[config.mk]
export PLATFORM = sky130hd
export DESIGN_NAME = pll_phase_stepper
export DESIGN_NICKNAME = d
export VERILOG_FILES = /design/src/rtl/pll_phase_pkg.sv /design/src/rtl/pll_phase_pos_track.sv /design/src/rtl/pll_phase_stepper.sv
export SDC_FILE = /design/constraint.sdc
export NUM_CORES = 1
export LEC_CHECK = 0
export ABC_AREA = 1
export CORE_ASPECT_RATIO = 0.6
export CORE_MARGIN = 2
export CORE_UTILIZATION = 50
export DETAILED_ROUTE_END_ITERATION = 12
export PLACE_DENSITY_LB_ADDON = 0.15
export SLEW_MARGIN = 5
export SYNTH_ARGS = -nofsm -noshare
export SYNTH_HDL_FRONTEND = slang
export SYNTH_HIERARCHICAL = 1
export SYNTH_SLANG_ARGS = --single-unit
export TNS_END_PERCENT = 10
[constraint.sdc]
create_clock -name clk -period 2.6 [get_ports clk]
set_input_delay 0.39 -clock clk [delete_from_list [all_inputs] [get_ports clk]]
set_output_delay 0.39 -clock clk [all_outputs]
set_load 0.005 [all_outputs]
[src/rtl/pll_phase_pkg.sv]
// Shared types for the PLL phase stepper: FSM states, step direction codes, position wrap helper.
// Purely combinational definitions; no latency or backpressure of its own.
package pll_phase_pkg;

  typedef enum logic [2:0] {
    ST_IDLE,
    ST_SETUP,
    ST_PULSE,
    ST_SETTLE,
    ST_DONE
  } state_t;

  localparam logic DIR_LEAD = 1'b0;
  localparam logic DIR_LAG  = 1'b1;

  // One phase position forward (lead) or back (lag), wrapping at modulus.
  function automatic logic [15:0] pos_wrap(input logic [15:0] pos, input logic dir,
                                           input logic [15:0] modulus);
    if (dir == DIR_LAG) begin
      return (pos == 16'd0) ? modulus - 16'd1 : pos - 16'd1;
    end
    return (pos == modulus - 16'd1) ? 16'd0 : pos + 16'd1;
  endfunction

endpackage

[src/rtl/pll_phase_pos_track.sv]
// Per-channel phase position registers (used only with PLL_PHASE_TRACK_EN), updated on a strobe.
// Read port is registered: rd_pos_o follows rd_ch_i one cycle later; no backpressure.
module pll_phase_pos_track
  import pll_phase_pkg::*;
#(
  parameter int NUM_CH    = 4,
  parameter int PHASE_MOD = 384,
  parameter int POS_W     = $clog2(PHASE_MOD)
) (
  input  logic             clk,
  input  logic             rst_n,
  input  logic             upd_vld_i,
  input  logic [1:0]       upd_ch_i,
  input  logic             upd_dir_i,
  input  logic [1:0]       rd_ch_i,
  output logic [POS_W-1:0] rd_pos_o
);

  logic [POS_W-1:0] pos_q [NUM_CH];
  logic [POS_W-1:0] rd_pos_q;
  logic [POS_W-1:0] rd_pos_d;

  // Channels outside NUM_CH match no entry and read back as zero.
  always_comb begin
    rd_pos_d = '0;
    for (int i = 0; i < NUM_CH; i++) begin
      if (rd_ch_i == 2'(i)) rd_pos_d = pos_q[i];
    end
  end

  always_ff @(posedge clk or negedge rst_n) begin
    if (!rst_n) begin
      for (int i = 0; i < NUM_CH; i++) pos_q[i] <= '0;
      rd_pos_q <= '0;
    end else begin
      for (int i = 0; i < NUM_CH; i++) begin
        if (upd_vld_i && upd_ch_i == 2'(i)) begin
          pos_q[i] <= POS_W'(pos_wrap(16'(pos_q[i]), upd_dir_i, 16'(PHASE_MOD)));
        end
      end
      rd_pos_q <= rd_pos_d;
    end
  end

  assign rd_pos_o = rd_pos_q;

endmodule

[src/rtl/pll_phase_stepper.sv]
// Drives PLL PHASESEL/PHASEDIR/PHASESTEP pulses with settle gaps; position readback under PLL_PHASE_TRACK_EN.
// Busy 2+N*(PULSE_CYC+SETTLE_CYC) cycles per request; req_ready low while busy, requester holds req_valid.
module pll_phase_stepper
  import pll_phase_pkg::*;
#(
  parameter int NUM_CH     = 4,
  parameter int STEP_W     = 8,
  parameter int PULSE_CYC  = 2,
  parameter int SETTLE_CYC = 4,
  parameter int PHASE_MOD  = 384
) (
  input  logic                         clk,
  input  logic                         rst_n,
  input  logic                         req_valid,
  output logic                         req_ready,
  input  logic [1:0]                   req_ch,
  input  logic                         req_dir,
  input  logic [STEP_W-1:0]            req_steps,
  output logic                         busy,
  output logic                         done,
  output logic                         err,
  output logic [1:0]                   phase_sel,
  output logic                         phase_dir,
  output logic                         phase_step,
  input  logic [1:0]                   rd_ch,
  output logic [$clog2(PHASE_MOD)-1:0] rd_pos
);

  localparam int MAX_CYC = (PULSE_CYC > SETTLE_CYC) ? PULSE_CYC : SETTLE_CYC;
  localparam int CNT_W   = (MAX_CYC > 1) ? $clog2(MAX_CYC) : 1;
  localparam logic [CNT_W-1:0] PULSE_LD  = CNT_W'(PULSE_CYC - 1);
  localparam logic [CNT_W-1:0] SETTLE_LD = CNT_W'(SETTLE_CYC - 1);

  state_t              state_q, state_d;
  logic [CNT_W-1:0]    cnt_q, cnt_d;
  logic [STEP_W-1:0]   rem_q;
  logic [1:0]          ch_q;
  logic                dir_q;
  logic                err_q;
  logic                step_q;
  logic                accept;
  logic                pulse_entry;

  assign req_ready   = (state_q == ST_IDLE);
  assign accept      = req_valid && req_ready;
  assign pulse_entry = (state_d == ST_PULSE) && (state_q != ST_PULSE);

  always_comb begin
    state_d = state_q;
    cnt_d   = cnt_q;
    case (state_q)
      ST_IDLE:  if (accept) state_d = ST_SETUP;
      ST_SETUP: begin
        if (err_q || rem_q == '0) begin
          state_d = ST_DONE;
        end else begin
          state_d = ST_PULSE;
          cnt_d   = PULSE_LD;
        end
      end
      ST_PULSE: begin
        if (cnt_q == '0) begin
          state_d = ST_SETTLE;
          cnt_d   = SETTLE_LD;
        end else begin
          cnt_d = cnt_q - CNT_W'(1);
        end
      end
      ST_SETTLE: begin
        if (cnt_q != '0) begin
          cnt_d = cnt_q - CNT_W'(1);
        end else if (rem_q != '0) begin
          state_d = ST_PULSE;
          cnt_d   = PULSE_LD;
        end else begin
          state_d = ST_DONE;
        end
      end
      ST_DONE: state_d = ST_IDLE;
      default: state_d = ST_IDLE;
    endcase
  end

  // phase_step is a flop so the PLL sees a clean pulse; async reset drops it immediately.
  always_ff @(posedge clk or negedge rst_n) begin
    if (!rst_n) begin
      state_q <= ST_IDLE;
      cnt_q   <= '0;
      rem_q   <= '0;
      ch_q    <= '0;
      dir_q   <= DIR_LEAD;
      err_q   <= 1'b0;
      step_q  <= 1'b0;
    end else begin
      state_q <= state_d;
      cnt_q   <= cnt_d;
      step_q  <= (state_d == ST_PULSE);
      if (accept) begin
        ch_q  <= req_ch;
        dir_q <= req_dir;
        rem_q <= req_steps;
        err_q <= (int'(req_ch) >= NUM_CH);
      end else if (pulse_entry) begin
        rem_q <= rem_q - STEP_W'(1);
      end
    end
  end

  assign busy       = (state_q != ST_IDLE);
  assign done       = (state_q == ST_DONE);
  assign err        = done && err_q;
  assign phase_sel  = ch_q;
  assign phase_dir  = dir_q;
  assign phase_step = step_q;

`ifdef PLL_PHASE_TRACK_EN
  pll_phase_pos_track #(
    .NUM_CH    (NUM_CH),
    .PHASE_MOD (PHASE_MOD),
    .POS_W     ($clog2(PHASE_MOD))
  ) u_pos_track (
    .clk       (clk),
    .rst_n     (rst_n),
    .upd_vld_i (pulse_entry),
    .upd_ch_i  (ch_q),
    .upd_dir_i (dir_q),
    .rd_ch_i   (rd_ch),
    .rd_pos_o  (rd_pos)
  );
`else
  logic unused_rd_ch;
  assign unused_rd_ch = ^rd_ch;
  assign rd_pos       = '0;
`endif

endmodule

==> results_dict.tcl <==
set metrics [dict create \
    status "complete, no violations" \
    ys_seq_area_share_pct 37.6 \
    place_area_sq_um 1320 \
    cp.arrival_ns 1.59 \
    tightest_slew_ns 0.752 \
    synth-edff-count 0 \
    ys_ff_latch 17 \
    final_util_pct 63.4 \
    period_minus_slack_ns 1.98 \
    grt_max_degree 20 \
    final_cell_area_sq_um 1360 \
    slew_viol_final 0 \
    power_density_nw_per_um2 1180 \
    drt-initial-drc-count 25 \
    overflow 0 \
    maxCapViolations 0 \
    finalCritPeriodShare_pct 76.2 \
    drtAntennaViolNets 0 \
    start_kind "flip-flop" \
    synth_area_per_cell_sq_um 7.44 \
    io_pins 33 \
    setup_slack_ns 0.618 \
    fmaxAchievable_mhz 504 \
    slew_headroom_pct 49.7 \
    clock-sinks 17 \
    gr-usage-all-layers_pct 18.0 \
    grt_pass1_wl_um 3410 \
    synthDistinctLibCells 28 \
    worstHoldPathType "reg2reg" \
    fp.dieW_um 65.4 \
    syn_inst 152 \
    fp-row-count 13 \
    root_buffer "clkbuf_8" \
    hold_viol_final 0 \
    end_kind "output pin" \
    start_util_pct 52.7 \
    cts_hold_buf 0 \
    h-tree-depth 1 \
    ys.flop_type "dfrtp_1" \
    fin_nets 194 \
    area_growth_pct 20.4 \
    wl_per_cell_um 11.3 \
    cp_max_fo 4 \
    async_reset_ff_share_pct 100 \
    placed_cells 199 \
    vias_per_cell 4.77 \
    core-area_sq_um 2150 \
    first_pass_iters 4 \
    die_y_um 40.8 \
    post_cts_resized 0 \
    port_buffers 20 \
    pre_cts_ws_ns 0.748 \
    cts_buffer_depth 2 \
    setup_viol 0 \
    first_global_vias 787 \
    num_vias 968 \
    clk-insertion-delay-late_ns 0.25 \
    final_cell_mix "nand2_1 (50), clkdlybuf4s50_1 (20), dfrtp_1 (17), inv_1 (15)" \
    numCtsBuffers 3 \
    post_cts_buffers 0 \
    skew_ns 0.00259 \
    instances_no_fill 203 \
    final_layout_size_suffix_gt1_share_pct 9.25 \
    drc_errors 0 \
    final_common_cell "nand2_1" \
    place.gp.congestion 0.811 \
    path_class "reg2out" \
    drt_wl_total_um 2290 \
    insertedDiodeCount 0 \
    leakage_nw 0.696 \
    dieArea_sq_um 2670 \
    rsz0062_at_grt "false" \
    cts_tree "done" \
    worst_ep_required_time_ns 2.21 \
    tns_ns 0 \
    ys_warn_count 6 \
    vdd.ir_drop.worst_mv 0.507 \
    antenna_found_initial 0 \
    syn-cell-area_sq_um 1130 \
    clk_pin_slew_ns 0.06 \
    hpwlAfterDp_um 1750 \
]
[routing by layer]
layer  up-vias  routed length, um  GRT usage [%]
met5         -                  0              0
met4         0                 17           3.13
met3         4                169           6.04
met2        38               1040           31.4
met1       429               1070           22.8
li1        497                  -              -
[stage by stage]
step / hold WS (ns) / power, W
floorplan: 0.0944 / 0.00115
global placement: 0.462 / 0.00136
detailed placement: 0.475 / 0.00141
CTS: 0.495 / 0.00162
global route: 0.511 / 0.00175
finish: 0.487 / 0.00161
[final cells by class]
| type | instances | area (sq um) |
|---|---|---|
| sequential | 17 | 425 |
| clock buffer | 4 | 45.0 |
| multi-input combinational | 115 | 589 |
| timing repair buffer | 20 | 200 |
| tap | 30 | 37.5 |
| inverter | 17 | 63.8 |
| fill | 204 | 786 |
[cell usage after synthesis, drive strengths merged, types with 2 or more instances]
master,n,share of area [%]
xnor2,2,1.5
o21ai,6,3.0
nand2,53,19
nor2,17,7.0
dfrtp,17,38
ha,4,4.4
buf,11,7.3
inv,17,5.6
nand3,15,8.2
nand4,2,2.4
[registers in the layout, indices dropped and copies added, names as in the netlist]
| register | flops |
|---|---|
| rem_q | 8 |
| state_q | 3 |
| cnt_q | 2 |
| phase_sel | 2 |
| phase_dir | 1 |
| phase_step | 1 |
[report_power, final]
group | leakage (nW) | total [W] | switching, W | internal [W]
clock | 0.0228 | 0.000196 | 0.0000871 | 0.000109
combinational | 0.461 | 0.000922 | 0.000544 | 0.000379
sequential | 0.212 | 0.000490 | 0.000102 | 0.000388
total | 0.696 | 0.00161 | 0.000733 | 0.000875
[critical path, cell delays in order (launching register included)]
cell	delay, ns
dfrtp_1	0.44
nor2_2	0.20
inv_1	0.07
nor2_1	0.11
clkdlybuf4s50_1	0.51
[cell families (layout without fill, tap and decap cells)]
group | Yosys count | after routing | synth area share [%]
AO/OA/AOI/OAI | 9 | 9 | 4.65
XOR/XNOR | 3 | 3 | 2.32
adder cells (fa/ha/maj) | 4 | 4 | 4.42
buffers and inverters | 29 | 41 | 13.3
flip-flops | 17 | 17 | 37.6
other | 1 | 10 | 0.332
AND/OR/NAND/NOR | 89 | 89 | 37.4
[worst paths after layout]
kind                                           from                        to  slack [ns]  depth (start not counted)
max                            state_q[1]$_DFF_PN0_                 req_ready        0.62                          4
min                        phase_sel[1]$_DFFE_PN0P_  phase_sel[1]$_DFFE_PN0P_        0.49                          2
max reg2reg                    state_q[1]$_DFF_PN0_      rem_q[5]$_DFFE_PN0P_        1.02                          8
min reg2reg                phase_sel[1]$_DFFE_PN0P_  phase_sel[1]$_DFFE_PN0P_        0.49                          2
max in group asynchronous                     rst_n      rem_q[1]$_DFFE_PN0P_        1.55                          1
min in group asynchronous                     rst_n     phase_dir$_DFFE_PN0P_        0.58                          1
No activity file was read; power rests on OpenSTA's default activity.
